===== src/rtl/ram_ctrl_pkg.sv =====
// Shared types and constants for the binary-cell RAM access controller.
package ram_ctrl_pkg;

  localparam int unsigned DefaultAddrW = 2;
  localparam int unsigned DefaultDataW = 4;

  // Polarity of the RAM rd_wr pin.
  localparam logic RAM_RD = 1'b1;
  localparam logic RAM_WR = 1'b0;

  typedef enum logic [2:0] {
    StIdle,
    StSetup,
    StAccess,
    StHold,
    StResp
  } ctrl_state_e;

endpackage


===== src/rtl/ram_access_ctrl.sv =====
// Valid/ready front-end sequencing the asynchronous RAM pins through setup, access and hold
// phases; read data is registered and returned on a response channel.
module ram_access_ctrl
  import ram_ctrl_pkg::*;
#(
  parameter int unsigned ADDR_W        = DefaultAddrW,
  parameter int unsigned DATA_W        = DefaultDataW,
  parameter int unsigned ACCESS_CYCLES = 1
) (
  input  logic              clk,
  input  logic              rst,
  input  logic              req_valid,
  output logic              req_ready,
  input  logic              req_wr,
  input  logic [ADDR_W-1:0] req_addr,
  input  logic [DATA_W-1:0] req_wdata,
  output logic              rsp_valid,
  input  logic              rsp_ready,
  output logic [DATA_W-1:0] rsp_rdata,
  output logic              mem_en,
  output logic              rd_wr,
  output logic [ADDR_W-1:0] addr,
  output logic [DATA_W-1:0] wr_data,
  input  logic [DATA_W-1:0] rd_data
);

  ctrl_state_e       state_q, state_d;
  logic [3:0]        cnt_q, cnt_d;
  logic              wr_q, wr_d;
  logic              mem_en_q, mem_en_d;
  logic              rd_wr_q, rd_wr_d;
  logic [ADDR_W-1:0] addr_q, addr_d;
  logic [DATA_W-1:0] wr_data_q, wr_data_d;
  logic              rsp_valid_q, rsp_valid_d;
  logic [DATA_W-1:0] rsp_rdata_q, rsp_rdata_d;

  assign req_ready = (state_q == StIdle) && !rst;

  always_comb begin
    state_d     = state_q;
    cnt_d       = cnt_q;
    wr_d        = wr_q;
    rd_wr_d     = rd_wr_q;
    addr_d      = addr_q;
    wr_data_d   = wr_data_q;
    rsp_rdata_d = rsp_rdata_q;
    unique case (state_q)
      StIdle: begin
        if (req_valid) begin
          // Pins are loaded on the accept edge so they are settled throughout SETUP.
          state_d = StSetup;
          wr_d    = req_wr;
          addr_d  = req_addr;
          rd_wr_d = req_wr ? RAM_WR : RAM_RD;
          if (req_wr) begin
            wr_data_d = req_wdata;
          end
        end
      end
      StSetup: begin
        state_d = StAccess;
        cnt_d   = 4'(ACCESS_CYCLES - 1);
      end
      StAccess: begin
        if (cnt_q == 4'd0) begin
          state_d = StHold;
          if (!wr_q) begin
            rsp_rdata_d = rd_data;
          end
        end else begin
          cnt_d = cnt_q - 4'd1;
        end
      end
      StHold: begin
        state_d = wr_q ? StIdle : StResp;
        rd_wr_d = RAM_RD;
      end
      StResp: begin
        if (rsp_ready) begin
          state_d = StIdle;
        end
      end
      default: state_d = StIdle;
    endcase
    // Registered outputs follow the state being entered.
    mem_en_d    = (state_d == StAccess);
    rsp_valid_d = (state_d == StResp);
  end

  always_ff @(posedge clk) begin
    if (rst) begin
      state_q     <= StIdle;
      cnt_q       <= 4'd0;
      wr_q        <= 1'b0;
      mem_en_q    <= 1'b0;
      rd_wr_q     <= RAM_RD;
      addr_q      <= '0;
      wr_data_q   <= '0;
      rsp_valid_q <= 1'b0;
      rsp_rdata_q <= '0;
    end else begin
      state_q     <= state_d;
      cnt_q       <= cnt_d;
      wr_q        <= wr_d;
      mem_en_q    <= mem_en_d;
      rd_wr_q     <= rd_wr_d;
      addr_q      <= addr_d;
      wr_data_q   <= wr_data_d;
      rsp_valid_q <= rsp_valid_d;
      rsp_rdata_q <= rsp_rdata_d;
    end
  end

  assign mem_en    = mem_en_q;
  assign rd_wr     = rd_wr_q;
  assign addr      = addr_q;
  assign wr_data   = wr_data_q;
  assign rsp_valid = rsp_valid_q;
  assign rsp_rdata = rsp_rdata_q;

endmodule


===== config.mk =====
export PLATFORM = sky130hd
export DESIGN_NAME = ram_access_ctrl
export DESIGN_NICKNAME = d
export VERILOG_FILES = /design/src/rtl/ram_ctrl_pkg.sv /design/src/rtl/ram_access_ctrl.sv
export SDC_FILE = /design/constraint.sdc
export NUM_CORES = 1
export LEC_CHECK = 0
export ABC_AREA = 1
export BUFFER_PORTS_ARGS = -buffer_cell sky130_fd_sc_hd__buf_2
export CAP_MARGIN = 20
export CORE_UTILIZATION = 43
export DETAILED_ROUTE_END_ITERATION = 8
export GPL_ROUTABILITY_DRIVEN = 0
export HOLD_SLACK_MARGIN = 0.15
export PLACE_DENSITY = 0.72
export SLEW_MARGIN = 5
export SYNTH_ARGS = -nofsm -noshare
export SYNTH_HDL_FRONTEND = slang
export SYNTH_SLANG_ARGS = --single-unit

===== constraint.sdc =====
create_clock -name clk -period 1.2 [get_ports clk]
set_clock_uncertainty 0.1 [all_clocks]
set_input_delay 0 -clock clk [delete_from_list [all_inputs] [get_ports clk]]
set_output_delay 0 -clock clk [all_outputs]
set_load 0.05 [all_outputs]

## Word-level counts from Yosys, hierarchy flattened

Cells that the tools add are included.

| cells by class | value |
|---|---|
| add/sub/neg operators | 1 |
| multipliers | 0 |
| divide/modulo/power cells | 0 |
| order comparisons | 0 |
| equal/unequal tests | 8 |
| shift-type cells | 0 |
| mux-type cells | 10 |
| bitwise gates (word level) | 1 |
| reductions and logical operators | 11 |

Operator list:

| cell | count |
|---|---|
| case mux 3 bit (5 select lines) | 1 |
| 2-to-1 mux 3 bit | 4 |
| equality test 3 x 2 -> 1 bit (second input constant) | 3 |
| case mux 4 bit (2 select lines) | 1 |
| equality test 3 bit (second input constant) | 2 |
| AND reduction 2 bit | 3 |
| AND reduction 3 bit | 2 |
| logical NOT 4 bit | 1 |
| 2-to-1 mux 4 bit | 1 |
| inequality test 2 bit (second input constant) | 2 |
| nonzero test 2 bit | 2 |
| subtractor 4 x 1 -> 4 bit (second input constant) | 1 |
| equality test 3 x 1 -> 1 bit (second input constant) | 1 |
| logical NOT 3 bit | 1 |
| 2-to-1 mux 1 bit | 2 |
| case mux 1 bit (2 select lines) | 1 |
| logical AND 1 bit | 1 |
| logical NOT 1 bit | 1 |
| inverter 1 bit | 1 |

| storage, ports and cells | value |
|---|---|
| flip-flop bits (word level) | 21 |
| latch bits | 0 |
| bits in writable memories | 0 |
| memory bits (read-only) | 0 |
| input bits | 15 |
| output and inout port bits | 14 |
| word-level logic and storage cells | 40 |
| memories kept | 0 |

## Longest topological paths before layout

Gate-level depths: netlist of run 1.

| depth | value |
|---|---|
| depth after elaboration | 4 |
| mapped depth | 9 |
| gate-level depth less buffers | 9 |

## Least setup slack after synthesis of run 1

OpenSTA, ideal clock, no wires.

| timing path | value |
|---|---|
| kind | register -> output |
| start point | register state_q[0] |
| end point | output port req_ready |
| arrival | 1.253 ns |
| required time | 1.100 ns |
| slack | -0.153 ns |
| stages on the path, launching flop included | 4 |
| buffers on the path | 0 |
| cell sequence | dfxtp_1 -> nor2_2 -> nand2_1 -> nor2_1 |

| on the way | value |
|---|---|
| cells in the longest elaborated chain, start to end | 2 |

RTL lines:

| item | RTL line | text |
|---|---|---|
| start: declaration | ram_access_ctrl.sv:27 | `ctrl_state_e state_q, state_d;` |
| start signal: assignment | ram_access_ctrl.sv:92 | `state_q <= StIdle;` |
| start signal: assignment | ram_access_ctrl.sv:102 | `state_q <= state_d;` |
| logical NOT 3 bit | ram_access_ctrl.sv:37 | `assign req_ready = (state_q == StIdle) && !rst;` |
| logical AND 1 bit | ram_access_ctrl.sv:37 |  |
| end: declaration | ram_access_ctrl.sv:13 | `output logic req_ready,` |

Every way passes these cells.

## Worst setup path after layout of run 1

| timing path | value |
|---|---|
| start point | register cnt_q[0] |
| end point | register rsp_rdata_q[3] (netlist: rsp_rdata[3]) |

| on the way | value |
|---|---|
| cells in the longest elaborated chain, start to end | 2 |

RTL lines:

| item | RTL line | text |
|---|---|---|
| start: declaration | ram_access_ctrl.sv:28 | `logic [3:0] cnt_q, cnt_d;` |
| start signal: assignment | ram_access_ctrl.sv:103 | `cnt_q <= cnt_d;` |
| logical NOT 4 bit | ram_access_ctrl.sv:65 | `if (cnt_q == 4'd0) begin` |
| AND reduction 3 bit (no line) | -- |  |
| end signal: assignment | ram_access_ctrl.sv:110 | `rsp_rdata_q <= rsp_rdata_d;` |
| end: declaration | ram_access_ctrl.sv:35 | `logic [DATA_W-1:0] rsp_rdata_q, rsp_rdata_d;` |

Every way passes these cells.
A chain may end at the register's enable or synchronous reset.

==> impl_results.md, run 1 <==
- Layout cells sized above 1: 0.506
- Initial Utilization: 0.455
- HPWL Detailed: 1.38 mm
- PnR Total Power: 0.00179 W
- Most used flip-flop cell after synthesis: dfxtp_1
- Post-synth EDFFs: 0
- Crit path kind: register to register
- Cells after Synth: 114
- Via Count: 944
- Compound-Gate Fraction of Synth Area: 0.118
- First-pass GRT wire length: 3.46 mm
- Gr usage total: 0.216
- Grt ovf: 0
- Maximum fanout along the worst path: 5
- DR WL/cell: 12.0 um
- Vias in the first global route: 880
- Combinational family with the most area after synthesis: simple AND/OR/NAND/NOR gates
- Via density: 4.74
- Initial antenna violation count: 0
- Lkg Pwr: 0.681 nW
- Adder-Cell Fraction of Synth Area: 0.0140
- Overall routed net length: 2.39 mm
- Final #Nets: 189
- Top cells by count, synth: dfxtp_1, nand2_1, a21oi_1
- Cell Area, Synth: 892 um2
- Share of the synthesized area in the top cell type: 0.471
- Die Y-Extent: 47.6 um
- Final antenna-violating net count: 0
- Area Overhead vs Synth: 69.7%
- Setup Total Neg Slack: -455 ps
- Mux share of post-synthesis cell area: 0
- CP Data Required Time: 1310 ps
- Status: complete, but fails checks
- Post-synthesis register bit count: 21
- DRC Markers: 0
- Final hold violation count: 0
- Hold Path Class: input pin to register
- XOR/XNOR Fraction of Synth Area: 0.00982
- Synth warn: 0
- Critical path's largest stage delay: 340 ps
- Util after Layout: 0.772
- Sequential-to-total area share from yosys stat: 0.471
- Fin crit period: 1270 ps
- Fill cells: 154
- N_diodes: 0
- Largest net degree at the start of global routing: 13
- Clock transition at path regs: 120 ps
- Average size of a mapped cell: 7.83 um2
- Synth area leader: dfxtp_1
- CTS Buffer Depth: 2
- CTS tree: built
- Failing checks: negative setup slack
- Placement Setup Slack: -71.3 ps
- CP arrival: 1390 ps
- Core Region: 0.00196 mm2
- Actual slew at the worst max-slew pin: 288 ps
- Max frequency: 0.784 GHz
- I/O pin cnt: 29
- H-Tree Depth: 1
- Root cell of the clock tree: clkbuf_4
- Post-Synth Simple-Gate Area: 0.323
- Worst setup slack after layout: -74.9 ps
- Drt pass-1 iters: 3
- Mapped Nets: 130
- CTS buffer count: 3
- RSZ-0062 raised after global routing: yes
- Later-pin clock latency in the skew report: 300 ps
- Slew Limit Fails: 0
- Max-slew headroom: 0.807
- Final setup fails: 13
- Crit-path cells: inv_2, ha_4, nand2_4, nor2_4, nand3_4, o21ai_1, nor2_1
- Port Buffers: 28
- Ranking of synthesized cells by area: dfxtp_1, nand2_1, a21oi_1
- First DRT Iteration DRCs: 4
- Worst path slowest cell: dfxtp_2
- CP endpoint kind: register
- # rows: 16
- Fin crit share: 1.06
- Max-cap violation count: 0
- CP Launch Type: register
- Die width: 47.6 um
- Async SR Flop Fraction: 0
- VDD IR max: 1130 uV
- Die Area: 0.00226 mm2
- Unique masters post-synth: 23
- Pwr dens: 1180 mW/mm2
- Clock sink count: 21
- Worst hold slack: 371 ps
## kinds of logic (layout without fill, tap and decap cells)
logic type               after synthesis  in the layout
AND/OR/NAND/NOR                       56             56
AO/OA/AOI/OAI                         21             21
flip-flops                            21             21
buffers and inverters                 14             72
adder cells (fa/ha/maj)                1              1
XOR/XNOR                               1              1
## power by group
part           switching (W)  internal (W)  total, W
Sequential         0.0000445      0.000753  0.000797
Combinational       0.000389      0.000256  0.000645
Clock               0.000223      0.000124  0.000347
Total               0.000656       0.00113   0.00179
## worst max-delay path, delay by kind of cell (launching register included)
family	cells	cell delay (ps)
compound gates	1	150
buf+inv	1	60
fa+ha+maj	1	160
simple gates	4	370
flops	1	340
## cells in the final DEF, fill, tap and decap left out, drive strengths merged
cell type    instances
clkinv               1
inv                 12
ha                   1
nor3                 1
nor2                16
nand3b               2
nand2               24
dlygate4sd3         14
xor2                 1
or2                  1
clkbuf               3
o21ai                6
nand3               12
dfxtp               21
a21oi               15
buf                 42
## routing by layer
| layer | GRT usage | vias to the layer above | share of wire |
|---|---|---|---|
| met1 | 0.242 | 439 | 0.42 |
| met4 | 0.0778 | 0 | 0.0038 |
| li1 | - | 482 | - |
| met5 | 0 | - | 0 |
| met3 | 0.0415 | 2 | 0.023 |
| met2 | 0.403 | 21 | 0.55 |
## worst paths after layout
kind	end	from	slack (ps)	cells after the start
hold / removal	addr[0]	rst	370	3
hold reg to reg	wr_q	wr_q	380	2
setup / recovery	rsp_rdata[3]	cnt_q[0]	-70	7
setup reg to reg	rsp_rdata[3]	cnt_q[0]	-70	7
## metrics by stage
stage,instances,instance area [um2]
3_3_place_gp,174,1140
4_1_cts,195,1390
3_5_place_dp,174,1140
6_report,199,1510
2_1_floorplan,114,917
5_1_grt,199,1510
## timing repair
action	in CTS	in global routing
gates resized for setup	20	25
cloned	0	0
setup endpoints to repair	13	17
hold buffers	14	0
buffers inserted	3	4
endpoints found under the hold margin	21	0
pin swaps	6	6
## flip-flops by register name, indices dropped and copies added (netlist names)
register   count
addr           2
cnt_q          4
mem_en         1
rd_wr          1
rsp_rdata      4
rsp_valid      1
state_q        3
wr_data        4
wr_q           1
## layout make-up
cell class / count / area [um2] / area share
flip-flops and latches: 21 / 432 / 0.285
inverters: 12 / 57.6 / 0.0380
multi-input cells: 79 / 557 / 0.368
clock inverters: 1 / 5.00 / 0.00331
well taps: 27 / 33.8 / 0.0223
clock buffers: 3 / 22.5 / 0.0149
repair buffers: 56 / 407 / 0.269
Note: power is estimated with default switching activity, not from simulation.
==> run 2: changes to the inputs <==
Settings changed: PLACE_DENSITY 0.72 to 0.81.
==> run 2 against run 1 <==
- the flow still finishes with violations (negative setup slack)
- sequential power barely moved
- maximum frequency is 1.4% lower
- core utilization decreased by 1.6 points
- power decreased by 0.80%
- final cell count down 0.50%
- critical path type unchanged
- largest power group unchanged
==> impl_results.md, run 2 (synthesis results as in run 1) <==
- Status: complete, but fails checks
- Failing checks: negative setup slack
- Clock sink count: 21
- Slew Limit Fails: 0
- Reg2reg start: state_q[2]
- CP Data Required Time: 1340 ps
- Root cell of the clock tree: clkbuf_4
- CTS buffer count: 3
- First-pass GRT wire length: 3.44 mm
- Final hold violation count: 0
- Hold path cells: 4
- Final #Nets: 188
- Die Area: 0.00226 mm2
- First DRT Iteration DRCs: 23
- Layout cells sized above 1: 0.456
- Most frequent cells in the layout: buf_2, dfxtp_1, nand2_1
- Design area: 0.00148 mm2
- Area Overhead vs Synth: 66.2%
- DR WL/cell: 13.1 um
- Fin crit share: 1.08
- DP Area: 0.00112 mm2
- Overall routed net length: 2.58 mm
- Worst hold slack: 362 ps
- Die Y-Extent: 47.6 um
- Initial antenna violation count: 0
- Worst reg2reg path depth: 7
- RSZ-0062 raised after global routing: yes
- Die width: 47.6 um
- HPWL Detailed: 1.37 mm
- CTS Buffer Depth: 2
- I/O pin cnt: 29
- Grt ovf: 0
- Vias in the first global route: 880
- Via density: 4.92
- Setup Total Neg Slack: -849 ps
- CTS tree: built
- Drt pass-1 iters: 4
- Max frequency: 0.773 GHz
- # rows: 16
- VDD IR max: 793 uV
- CP endpoint kind: register
- Initial Utilization: 0.455
- N_diodes: 0
- Later-pin clock latency in the skew report: 300 ps
- Max-slew headroom: 0.767
- H-Tree Depth: 1
- Largest net degree at the start of global routing: 18
- Via Count: 974
- Worst setup slack after layout: -93.5 ps
- Placed insts: 172
- Lkg Pwr: 0.672 nW
- Core Region: 0.00196 mm2
- Gr usage total: 0.227
- Non-filler cells, final: 198
- Hold Crit Start: rd_data[1]
- WHS Endpoint: rsp_rdata[1]
- Hold Path Class: input pin to register
- Reg2reg setup slack: -90 ps
- Final setup fails: 18
- Pwr dens: 1200 mW/mm2
- Final antenna-violating net count: 0
- Most common cell after layout, fill and taps aside: buf_2
- Port Buffers: 28
- Clock transition at path regs: 120 ps
- FF-to-FF End: cnt_q[1]
- Max-cap violation count: 0
- Fin crit period: 1290 ps
- Crit path kind: register to register
- DRC Markers: 0
- CP arrival: 1440 ps
- CP Launch Type: register
- Actual slew at the worst max-slew pin: 349 ps
- Maximum fanout along the worst path: 5
## run 2: cell count changes in the layout (fill, tap and decap cells not counted), sizes merged
| cell | before | now |
|---|---|---|
| buf | 42 | 41 |
| clkinv | 1 | 0 |
| clkbuf | 3 | 4 |
## run 2: cell type report
type	count	area (um2)
Tap cell	27	33.8
Sequential cell	21	432
Fill cell	161	479
Clock buffer	4	26.3
Timing Repair Buffer	55	404
Multi-Input combinational cell	79	532
Inverter	12	55.1
## run 2: repair_timing
| item | 4_1_cts | 5_1_grt |
|---|---|---|
| pin swaps | 7 | 5 |
| hold buffers | 14 | 0 |
| hold endpoints to repair | 19 | 0 |
| setup buffers | 4 | 4 |
| gates resized for setup | 13 | 23 |
| endpoints found under the setup margin | 14 | 17 |
## run 2: worst max path at each step
stage,startpoint,endpoint,cells past startpoint
2_1_floorplan,cnt_q[1],rsp_rdata[1],7
3_3_place_gp,cnt_q[1],rsp_rdata[2],7
3_5_place_dp,cnt_q[1],rsp_rdata[3],7
4_1_cts,state_q[1],req_ready,4
5_1_grt,state_q[2],cnt_q[1],7
6_report,state_q[2],cnt_q[1],7
## run 2: metal layers
metal | share of wire | track usage | vias to the layer above
met2 | 0.55 | 0.441 | 37
met1 | 0.38 | 0.214 | 446
met5 | 0 | 0 | -
met3 | 0.036 | 0.0340 | 10
met4 | 0.034 | 0.156 | 0
li1 | - | - | 481
## run 2: report_power, final
part	internal, W	switching, W
Combinational	0.000242	0.000390
Sequential	0.000753	0.0000424
Clock	0.000130	0.000219
## run 2: through the flow
stage | total power, W | setup slack [ps] | utilization
floorplan | 0.00114 | -5.72 | -
global placement | 0.00124 | -32.9 | 0.571
detailed placement | 0.00125 | -96.9 | 0.571
CTS | 0.00166 | -64.6 | 0.693
global route | 0.00186 | -158 | 0.756
finish | 0.00178 | -93.5 | 0.756
## run 2: critical path: stages (launching register included)
cell	delay, ps
dfxtp_2	340
inv_2	80
buf_12	110
nand2_4	50
nor2_4	150
nand2_4	80
or2_0	200
a21oi_1	110
